## config.mk

```make
export PLATFORM = sky130hd
export DESIGN_NAME = ahb_lite_manager_fsm
export DESIGN_NICKNAME = d
export VERILOG_FILES = /design/src/rtl/ahb_lite_manager_fsm.sv
export SDC_FILE = /design/constraint.sdc
export NUM_CORES = 1
export LEC_CHECK = 0
export BUFFER_PORTS_ARGS = -buffer_cell sky130_fd_sc_hd__buf_2
export CAP_MARGIN = 20
export CORE_MARGIN = 3
export CORE_UTILIZATION = 41
export DETAILED_ROUTE_END_ITERATION = 12
export PLACE_DENSITY = 0.81
export SYNTH_ARGS = -nofsm -noshare
export SYNTH_HDL_FRONTEND = slang
export SYNTH_SLANG_ARGS = --single-unit
```

## constraint.sdc

```tcl
create_clock -name hclk -period 2.4 [get_ports hclk]
set_clock_uncertainty 0.15 [all_clocks]
set_input_delay 0.48 -clock hclk [delete_from_list [all_inputs] [get_ports hclk]]
set_output_delay 0.48 -clock hclk [all_outputs]
set_load 0.02 [all_outputs]
```

## src/rtl/ahb_lite_manager_fsm.sv

```systemverilog
// AHB-Lite manager: one SINGLE transfer at a time from a valid/ready request port,
// result returned on a valid/ready response port. Optional wait-state timeout: AHB_MANAGER_TIMEOUT_EN.
module ahb_lite_manager_fsm #(
    parameter int AddressWidth  = 32,
    parameter int DataWidth     = 32,
    parameter int TimeoutCycles = 256
) (
    input  logic                    hclk,
    input  logic                    hresetn,
    input  logic                    req_valid,
    output logic                    req_ready,
    input  logic [AddressWidth-1:0] req_addr,
    input  logic                    req_write,
    input  logic [2:0]              req_size,
    input  logic [DataWidth-1:0]    req_wdata,
    output logic                    rsp_valid,
    input  logic                    rsp_ready,
    output logic [DataWidth-1:0]    rsp_rdata,
    output logic                    rsp_error,
    output logic [AddressWidth-1:0] haddr,
    output logic [1:0]              htrans,
    output logic [2:0]              hsize,
    output logic                    hwrite,
    output logic [2:0]              hburst,
    output logic [3:0]              hprot,
    output logic [DataWidth-1:0]    hwdata,
    input  logic                    hready,
    input  logic                    hresp,
    input  logic [DataWidth-1:0]    hrdata,
    output logic                    timeout,
    output logic [2:0]              dbg_state
);

    // Request and response ports: a beat moves on a rising edge where valid && ready;
    // the source holds valid and its payload stable until that edge.
    localparam int Bytes   = DataWidth / 8;
    localparam int MaxSize = $clog2(Bytes);
    localparam int OffW    = (MaxSize > 0) ? MaxSize : 1;

    typedef enum logic [2:0] {
        ST_IDLE  = 3'd0,
        ST_ADDR  = 3'd1,
        ST_DATA  = 3'd2,
        ST_RESP  = 3'd3,
        ST_DRAIN = 3'd4
    } state_t;

    state_t                  state_q, state_d;
    logic [AddressWidth-1:0] addr_q;
    logic                    write_q;
    logic [2:0]              size_q;
    logic [DataWidth-1:0]    wdata_q;
    logic [DataWidth-1:0]    rdata_q;
    logic                    err_q;
    logic                    req_fire;
    logic                    rsp_fire;
    logic                    req_bad;
    logic                    timeout_hit;
    logic [3:0]              low_mask;

    // Byte lanes [addr % Bytes .. + 2^size - 1] of the data bus.
    function automatic logic [DataWidth-1:0] lane_mask(input logic [AddressWidth-1:0] a,
                                                       input logic [2:0] s);
        int off;
        int n;
        lane_mask = '0;
        off = int'(a[OffW-1:0]) & (Bytes - 1);
        n = 1 << s;
        for (int b = 0; b < Bytes; b++) begin
            if (b >= off && b < off + n) lane_mask[b*8 +: 8] = 8'hFF;
        end
    endfunction

    assign req_ready = hresetn && (state_q == ST_IDLE);
    assign req_fire  = req_valid && req_ready;
    assign rsp_fire  = rsp_valid && rsp_ready;
    assign low_mask  = (4'd1 << req_size) - 4'd1;
    assign req_bad   = (req_size > 3'(MaxSize)) || (({1'b0, req_addr[2:0]} & low_mask) != 4'd0);

    assign haddr     = addr_q;
    assign hsize     = size_q;
    assign hwrite    = write_q;
    assign hwdata    = wdata_q;
    assign hburst    = 3'b000;
    assign hprot     = 4'b0011;
    assign rsp_rdata = rdata_q;
    assign rsp_error = err_q;
    assign dbg_state = state_q;

`ifdef AHB_MANAGER_TIMEOUT_EN
    localparam int CntW = $clog2(TimeoutCycles + 1);

    logic [CntW-1:0] cnt_q;
    logic            timeout_q;
    logic            rsp_pend_q;
    logic [1:0]      drain_phase_q;  // 2: address phase pending, 1: data phase pending, 0: bus done
    logic            drain_done;

    assign timeout_hit = ((state_q == ST_ADDR) || (state_q == ST_DATA)) && !hready &&
                         (cnt_q == CntW'(TimeoutCycles - 1));
    assign drain_done  = ((drain_phase_q == 2'd0) || (drain_phase_q == 2'd1 && hready)) &&
                         (!rsp_pend_q || rsp_fire);
    assign timeout     = timeout_q;
    assign htrans      = ((state_q == ST_ADDR) || (state_q == ST_DRAIN && drain_phase_q == 2'd2))
                         ? 2'b10 : 2'b00;
    assign rsp_valid   = (state_q == ST_RESP) || (state_q == ST_DRAIN && rsp_pend_q);

    always_ff @(posedge hclk or negedge hresetn) begin
        if (!hresetn) begin
            cnt_q         <= '0;
            timeout_q     <= 1'b0;
            rsp_pend_q    <= 1'b0;
            drain_phase_q <= 2'd0;
        end else begin
            if (((state_q == ST_ADDR) || (state_q == ST_DATA)) && !hready) cnt_q <= cnt_q + 1'b1;
            else                                                         cnt_q <= '0;
            if (timeout_hit) begin
                timeout_q     <= 1'b1;
                rsp_pend_q    <= 1'b1;
                drain_phase_q <= (state_q == ST_ADDR) ? 2'd2 : 2'd1;
            end else if (state_q == ST_DRAIN) begin
                if (rsp_fire) rsp_pend_q <= 1'b0;
                if (hready && drain_phase_q != 2'd0) drain_phase_q <= drain_phase_q - 2'd1;
            end
        end
    end
`else
    assign timeout_hit = 1'b0;
    assign timeout     = 1'b0;
    assign htrans      = (state_q == ST_ADDR) ? 2'b10 : 2'b00;
    assign rsp_valid   = (state_q == ST_RESP);
`endif

    always_ff @(posedge hclk or negedge hresetn) begin
        if (!hresetn) state_q <= ST_IDLE;
        else          state_q <= state_d;
    end

    always_comb begin
        state_d = state_q;
        case (state_q)
            ST_IDLE: if (req_fire) state_d = req_bad ? ST_RESP : ST_ADDR;
            ST_ADDR: begin
                if (timeout_hit) state_d = ST_DRAIN;
                else if (hready) state_d = ST_DATA;
            end
            ST_DATA: begin
                if (timeout_hit) state_d = ST_DRAIN;
                else if (hready) state_d = ST_RESP;
            end
            ST_RESP: if (rsp_fire) state_d = ST_IDLE;
`ifdef AHB_MANAGER_TIMEOUT_EN
            ST_DRAIN: if (drain_done) state_d = ST_IDLE;
`endif
            default: state_d = ST_IDLE;
        endcase
    end

    always_ff @(posedge hclk or negedge hresetn) begin
        if (!hresetn) begin
            addr_q  <= '0;
            write_q <= 1'b0;
            size_q  <= 3'd0;
            wdata_q <= '0;
            rdata_q <= '0;
            err_q   <= 1'b0;
        end else begin
            if (req_fire) begin
                addr_q  <= req_addr;
                write_q <= req_write;
                size_q  <= req_size;
                wdata_q <= req_wdata;
                rdata_q <= '0;
                err_q   <= req_bad;
            end
            // Second cycle of an ERROR response lands here with hresp=1; data is dropped.
            if (state_q == ST_DATA && hready) begin
                err_q   <= hresp;
                rdata_q <= (write_q || hresp) ? '0 : (hrdata & lane_mask(addr_q, size_q));
            end
            if (timeout_hit) begin
                err_q   <= 1'b1;
                rdata_q <= '0;
            end
        end
    end

endmodule

```

# Word-level counts from Yosys, hierarchy flattened
# Cells that the tools add are included.
# Widths: inputs -> output; s select.
totals:
  input_bits: 106
  output_inout_bits: 116
  ff_bits: 104
  elab_cells: 63
classes:
  mux: 20
  n_reduce_logical: 14
  eq_ne: 7
  magnitude_cmp: 9
  bitwise: 2
  add_sub_neg: 2
  n_shift: 2
op_table:
  columns: ["operator", "count"]
  rows:
  - ["$mux 32", 3]
  - ["$lt 3x32->1 const A", 2]
  - ["$mux 8", 8]
  - ["$add 3x32->32", 1]
  - ["$and 32x32->32", 1]
  - ["$lt 1x32->1 const A", 1]
  - ["$lt 2x32->1 const A", 1]
  - ["$shl 1x3->32 const A", 1]
  - ["$mux 3", 4]
  - ["$pmux 3 s4", 1]
  - ["$logic_and 1x1->1", 8]
  - ["$eq 3x2->1 const B", 2]
  - ["$ne 2x2->1 const B", 3]
  - ["$and 3x4->4", 1]
  - ["$ge 1x2->1 const A", 2]
  - ["$ge 2x2->1 const A", 2]
  - ["$mux 2", 2]
  - ["$reduce_and 4->1", 1]
  - ["$reduce_bool 4->1", 1]
  - ["$shl 1x3->4 const A", 1]
  - ["$sub 4x1->4 const B", 1]
  - ["$eq 3x1->1 const B", 1]
  - ["$gt 3x2->1 const B", 1]
  - ["$logic_not 3->1", 1]
  - ["4 further kinds", 6]

# Logic depth before layout (Yosys ltp)
# Gate-level depths: netlist of run 1.
logic_depth:
  depth_word: 9
  mapped_depth: 8

# Least setup slack after synthesis of run 1
# Ideal clock, no wire load.
synth_path:
  path_type: "flip-flop to flip-flop"
  startpoint: "register size_q[0], in the netlist hsize[0]"
  endpoint: "register rdata_q[16], in the netlist rsp_rdata[16]"
  arrival_ps: 2094
  required_ps: 2129
  setup_slack_ps: 35
  path_stages_with_launch: 9
  path_cell_list: "dfrtp_1 nor3_1 ha_1 inv_1 fa_1 nor4b_2 a22o_4 a31oi_4 a22o_1"
synth_via:
  elab_chain_len: 9
synth_rtl:
  columns: ["item", "line", "source"]
  rows:
  - ["start: declaration", "51", "logic [2:0] size_q;"]
  - ["start signal: assignment", "171", "size_q <= req_size;"]
  - ["$shl 1x3->32", "68", "n = 1 << s;"]
  - ["$add 3x32->32", "70", "if (b >= off && b < off + n) lane_mask[b*8 +: 8] = 8'hFF;"]
  - ["$lt 3x32->1", "70", null]
  - ["$logic_and 1x1->1", "70", null]
  - ["$mux 8", "70", null]
  - ["$mux 8", "177", "if (state_q == ST_DATA && hready) begin"]
  - ["$and 32x32->32", "179", "rdata_q <= (write_q || hresp) ? '0 : (hrdata & lane_mask(addr_q, size_q));"]
  - ["$mux 32", "179", null]
  - ["$mux 32", "177", null]
  - ["end signal: assignment", "179", null]
  - ["end: declaration", "53", "logic [DataWidth-1:0] rdata_q;"]
# No other way between the ends. The select of a mux whose other input is x is not followed.
# A chain may end at the register's enable or synchronous reset.

# Worst setup path in the final report of run 1
layout_path:
  startpoint: "register size_q[1], in the netlist hsize[1]"
  endpoint: "register rdata_q[11], in the netlist rsp_rdata[11]"
layout_via:
  elab_chain_len: 9
layout_rtl:
  columns: ["item", "line"]
  rows:
  - ["$shl 1x3->32", "68"]
  - ["$add 3x32->32", "70"]
  - ["$lt 2x32->1", "70"]
  - ["$logic_and 1x1->1", "70"]
  - ["$mux 8", "70"]
  - ["$mux 8", "177"]
  - ["$and 32x32->32", "179"]
  - ["$mux 32", "179"]
  - ["$mux 32", "177"]
# No other way between the ends. The select of a mux whose other input is x is not followed.

==> reports/qor.yml, run 1 <==
finish:
  nNetsFinal: 743
  drive_gt1_frac: 0.398
  final_cell_area_sq_um: 5670
  seq_area_sq_um: 2580
  multiInputGateArea_sq_um: 1470
  stdcell_count: 768
  final_cell_mix: "buf_2 (210), nand2_1 (203), dfrtp_1 (103), a22o_1 (32)"
  syn_to_final_growth_pct: 35.6
  n_antenna_cell: 0
  final_common_cell: "buf_2"
  n_fill_cell: 836
worst_setup_path:
  crit_required_ns: 2.51
  reg2reg_depth: 8
  worstSetupStartpointType: "flip-flop"
  cp_max_fo: 8
  arrival_ns: 2.44
  rrSetupSlack_ns: 0.07
  worstSetupPathType: "flip-flop to flip-flop"
  startpoint: "hsize[1]$_DFFE_PN0P_"
  reg2reg_to: "rsp_rdata[11]$_DFFE_PN0P_"
  end_kind: "flip-flop"
  crit_path_end: "rsp_rdata[11]$_DFFE_PN0P_"
  reg2reg_from: "hsize[1]$_DFFE_PN0P_"
job:
  cap_violations: 0
global_route:
  grt_overflow_total: 0
  grt_max_degree: 101
  track_usage: 0.193
  grt_pass1_vias: 3570
  antenna_found_initial: 0
  grt_pass1_wl_um: 17300
placement:
  dp_cells: 749
  io_buffers: 211
  dpl_cell_area_sq_um: 5380
  gp_congestion: 0.869
  hpwl_um: 8200
  dp_slack_ns: -0.00644
detailed_routing:
  drtIter0Drc: 140
  wl_per_cell_um: 14.3
  num_vias: 3644
  vias_per_cell: 4.74
  firstDrtPassIters: 4
  antenna_left: 0
  route.detailed.drc: 0
  routed_wl_um: 11000
yosys:
  netlist_area_sq_um: 4180
  yosys_register_bits: 103
  syn_inst: 416
  yosysWarningCount: 0
  yosysUniqueCellTypes: 30
  yosys.area.top_type_share: 0.616
  synthTopCellsByArea: "dfrtp_1 (62%), nand2_1 (18%), a22o_1 (6.7%)"
  synth_top_area_cell: "dfrtp_1"
  ys_seq_area_frac: 0.616
  syn-mean-instance-area_sq_um: 10.1
outcome:
  status: "finished, final reports clean"
sta:
  finalWorstSetupSlack_ns: 0.0657
  post-route-min-period_ns: 2.33
  slew_headroom: 0.661
  fin_tns_setup_ns: 0
  fmax_mhz: 428
  finalSetupViolations: 0
  finalHoldViolations: 0
  period_share: 0.973
  max_slew.worst_pin.slew_ns: 0.508
  slew_viol_final: 0
floorplanning:
  die_h_um: 107
  io_pins: 222
  dieArea_sq_um: 11500
  die_x_um: 107
  start_util: 0.424
  rows: 36
  core_sq_um: 9860
clocking:
  root_buffer: "clkbuf_8"
  tritoncts: "done"
  clockBufferDepth: 2
  htree_levels: 3
  clock_sinks: 103
  cts-buffers-inserted: 9
  clkLatencyLatePin_ns: 0.36
  clk_pin_slew_ns: 0.10
pwr:
  p_per_area_nw_per_um2: 1350
  p_leak_nw: 3.30
  vdd_drop_max_mv: 0.582
min_path:
  hp-class: "primary input to flip-flop"
-- cell usage after synthesis --
library cell and n:
a21oi_2 1, o2bb2ai_1 1, nand2_2 1, nor3_1 2, nand3_1 1, a21boi_4 1
conb_1 2, a22o_4 1, buf_4 11, buf_2 9, nor2_4 1, ha_1 6
o21bai_1 1, clkbuf_1 8, inv_1 8, o32ai_1 2, a21oi_1 3, nand2b_1 1
and3_1 1, o21ai_0 5, a31oi_4 2, fa_1 1, nand2_4 1, nand2_1 204
dfrtp_1 103, nor2_1 4, and4bb_4 1, a22o_1 32, nor4b_2 1, and2_1 1
-- repair_timing --
action,4_1_cts,5_1_grt
hold buffers,1,0
gates cloned,0,0
endpoints found under the setup margin,16,16
pin swaps,2,4
gates resized for setup,3,1
hold endpoints to repair,3,0
buffers inserted,0,2
-- cell families after synthesis --
group | synth area share
AO/OA/AOI/OAI | 0.106
adder cells (fa/ha/maj) | 0.0227
AND/OR/NAND/NOR | 0.209
buffers and inverters | 0.0449
flip-flops | 0.616
other | 0.00179
-- cell type report --
class | instances | area share
inverter | 8 | 0.00529
timing repair buffer | 223 | 0.207
sequential | 103 | 0.454
tap | 133 | 0.0293
multi-input combinational | 285 | 0.259
clock inverter | 6 | 0.0203
clock buffer | 10 | 0.0243
-- where the power goes --
group | total, mW | internal [mW] | switching, mW | leakage [nW]
Clock | 1.31 | 0.726 | 0.587 | 0.123
Combinational | 3.44 | 1.21 | 2.23 | 1.85
Sequential | 2.89 | 2.48 | 0.412 | 1.32
-- stage by stage --
step	power [mW]	util	hold slack, ns
final	7.64	0.575	0.143
after detailed placement	6.33	0.545	0.154
after global placement	6.19	0.545	0.154
after global routing	8.16	0.575	0.123
after CTS	7.70	0.573	0.117
after floorplan	5.03	-	0.0344
-- critical path: stages, from the launching register on --
cell	delay, ns
dfrtp_1	0.40
nor3_2	0.18
ha_2	0.19
inv_1	0.05
fa_2	0.36
nor4b_4	0.30
a22o_4	0.21
a31oi_4	0.14
a22o_1	0.24
-- routing by layer --
metal	vias up	GRT usage	share of wire
met2	133	0.313	0.50
met4	0	0.0694	0.023
li1	1740	-	-
met1	1745	0.241	0.40
met3	26	0.0620	0.073
met5	-	0	0
-- state kept, by name, indices dropped and copies added (netlist names) --
name,flops
dbg_state,2
haddr,32
hsize,3
hwdata,32
hwrite,1
rsp_error,1
rsp_rdata,32
-- worst min-delay path by stage --
stage,startpoint,to,cells past startpoint
finish,req_addr[19],haddr[19]$_DFFE_PN0P_,3
global route,req_addr[27],haddr[27]$_DFFE_PN0P_,3
CTS,req_addr[27],haddr[27]$_DFFE_PN0P_,3
detailed placement,hresetn,dbg_state[0]$_DFFE_PN0P_,1
global placement,hresetn,dbg_state[0]$_DFFE_PN0P_,1
floorplan,hresetn,dbg_state[0]$_DFFE_PN0P_,0
(Power assumes the default switching activity.)
==> run 2: changes to the inputs <==
--- a/config.mk
+++ b/config.mk
@@ -12,4 +12,5 @@
 export DETAILED_ROUTE_END_ITERATION = 12
 export PLACE_DENSITY = 0.81
+export SLEW_MARGIN = 20
 export SYNTH_ARGS = -nofsm -noshare
 export SYNTH_HDL_FRONTEND = slang
==> constraint.sdc (replaced) <==
create_clock -name hclk -period 2.4 [get_ports hclk]
set_clock_uncertainty 0.15 [all_clocks]
set_input_delay 0.24 -clock hclk [delete_from_list [all_inputs] [get_ports hclk]]
set_output_delay 0.24 -clock hclk [all_outputs]
set_load 0.02 [all_outputs]
==> run 2 against run 1 <==
Flip-flop and latch count did not move. Combinational power increased by 4%. Design area grew 17%. Sequential power barely moved. Largest cell class unchanged. Non-clock buffer count rose by 99. Power is 0.43% higher. Critical endpoint is now rsp_rdata[8]$_DFFE_PN0P_. Cell count grew 13%. Register-to-register slack got worse by 0.04 ns.
==> reports/qor.yml, run 2 (synthesis gave the netlist of run 1 again) <==
pwr:
  vdd_drop_max_mv: 0.649  # +12%
  p_per_area_nw_per_um2: 1160  # -14%
  p_leak_nw: 3.69  # +12%
detailed_routing:
  firstDrtPassIters: 4  # unchanged
  routed_wl_um: 13200  # +19%
  wl_per_cell_um: 15.2  # +5.8%
  num_vias: 4123  # +13%
  antenna_left: 0  # unchanged
  route.detailed.drc: 0  # unchanged
  drtIter0Drc: 272  # +94%
  vias_per_cell: 4.76  # +0.23%
sta:
  max_slew.worst_pin.slew_ns: 0.654  # +0.145 ns
  post-route-min-period_ns: 2.37  # +0.0363 ns
  rsz0062_at_grt: "true"
  slew_headroom: 0.564  # -0.0967
  period_share: 0.988  # +0.0151
  finalWorstSetupSlack_ns: 0.0294  # -0.0363 ns
  fmax_mhz: 422  # -1.5%
  finalSetupViolations: 0  # unchanged
  finalHoldViolations: 0  # unchanged
  slew_viol_final: 0  # unchanged
floorplanning:
  core_sq_um: 9860  # unchanged
  dieArea_sq_um: 11500  # unchanged
  die_h_um: 107  # unchanged
  start_util: 0.424  # unchanged
  rows: 36  # unchanged
  io_pins: 222  # unchanged
  die_x_um: 107  # unchanged
global_route:
  grt_pass1_wl_um: 21000  # +21%
  grt_max_degree: 55  # -46%
  grt_pass1_vias: 4390  # +23%
  grt_overflow_total: 0  # unchanged
  track_usage: 0.231  # +0.0383
  antenna_found_initial: 0  # unchanged
worst_setup_path:
  crit_required_ns: 2.49  # -0.02 ns
  path_cells: "nor3_2 -> ha_2 -> inv_2 -> fa_2 -> nor4b_4 -> a22o_4 -> a31oi_4 -> a22o_1"
  cp_max_fo: 8  # unchanged
  arrival_ns: 2.46  # +0.02 ns
  slowest_stage: "dfrtp_1"
  cp_slowest_stage_delay_ns: 0.40  # about the same
  worstSetupPathType: "flip-flop to flip-flop"
  worstSetupStartpointType: "flip-flop"
  end_kind: "flip-flop"
clocking:
  cts-buffers-inserted: 9  # unchanged
  clock_sinks: 103  # unchanged
  clk_pin_slew_ns: 0.09  # about the same
  clkLatencyLatePin_ns: 0.35  # about the same
  htree_levels: 3  # unchanged
  clockBufferDepth: 2  # unchanged
  cts_setup_buffers: 0  # unchanged
  tritoncts: "done"
  root_buffer: "clkbuf_8"
finish:
  final_cell_mix: "buf_2 (210), nand2_1 (203), dfrtp_1 (103), dlygate4sd3_1 (102), a22o_1 (32)"
  nNetsFinal: 842  # +13%
  final_common_cell: "buf_2"
  seq_area_sq_um: 2580  # unchanged
  n_fill_cell: 686  # -18%
  syn_to_final_growth_pct: 58.3
  postLayoutCoreUtil: 0.671  # +0.0963
  multiInputGateArea_sq_um: 1470  # unchanged
  n_antenna_cell: 0  # unchanged
  drive_gt1_frac: 0.343  # -0.0551
placement:
  io_buffers: 211  # unchanged
  hpwl_um: 8310  # +1.3%
  gp_congestion: 0.817  # -6.0%
  dp_slack_ns: -0.00687  # -0.000434 ns
job:
  cap_violations: 0  # unchanged
outcome:
  status: "finished, final reports clean"
min_path:
  hp-class: "primary input to flip-flop"
## run 2: worst paths after layout
kind	startpoint	endpoint	slack, ns	depth (start not counted)
max	hsize[1]$_DFFE_PN0P_	rsp_rdata[8]$_DFFE_PN0P_	0.03	8
min	hready	rsp_error$_DFFE_PN0P_	0.07	3
max reg2reg	hsize[1]$_DFFE_PN0P_	rsp_rdata[8]$_DFFE_PN0P_	0.03	8
min reg2reg	haddr[16]$_DFFE_PN0P_	haddr[16]$_DFFE_PN0P_	0.33	2
max in group asynchronous	hresetn	rsp_rdata[18]$_DFFE_PN0P_	1.15	3
min in group asynchronous	hresetn	dbg_state[1]$_DFFE_PN0P_	0.13	2
## run 2: power breakdown
group	switching, mW	internal [mW]
Combinational	2.27	1.30
Clock	0.601	0.590
Sequential	0.440	2.48
Total	3.31	4.36
## run 2: per-layer routing
metal / part of all wire / GRT usage / routed length, um
met5: 0 / 0 / 0
met4: 0.030 / 0.0986 / 393
met3: 0.052 / 0.0470 / 688
met2: 0.53 / 0.415 / 6940
met1: 0.39 / 0.265 / 5140
## run 2: critical path: cells and delay by family (launching register included)
| family | cells | cell delay [ns] |
|---|---|---|
| compound gates | 3 | 0.59 |
| fa+ha+maj | 2 | 0.60 |
| buf+inv | 1 | 0.04 |
| flops | 1 | 0.40 |
| simple gates | 2 | 0.48 |
## run 2: final cells by class
cell class	instances	area share
Timing Repair Buffer	322	0.326
Sequential cell	103	0.389
Clock buffer	9	0.0187
Tap cell	133	0.0251
Inverter	8	0.00453
Clock inverter	7	0.0144
Multi-Input combinational cell	285	0.222
## run 2: metrics by stage
step	TNS, ns	cells	hold WS, ns	power, mW	cell area (sq um)
6_report	0	867	0.0664	7.68	6620
2_1_floorplan	0	424	-0.206	5.03	4210
3_5_place_dp	-0.0179	749	-0.0983	6.32	5370
3_3_place_gp	0	749	-0.0975	6.18	5370
5_1_grt	-0.117	867	0.0656	8.16	6620
4_1_cts	0	867	0.0441	7.67	6610
## run 2: repair_timing
item,4_1_cts,5_1_grt
endpoints found under the setup margin,8,14
hold endpoints to repair,204,0
pin swaps,2,5
resized for setup,1,4
hold buffers,102,0
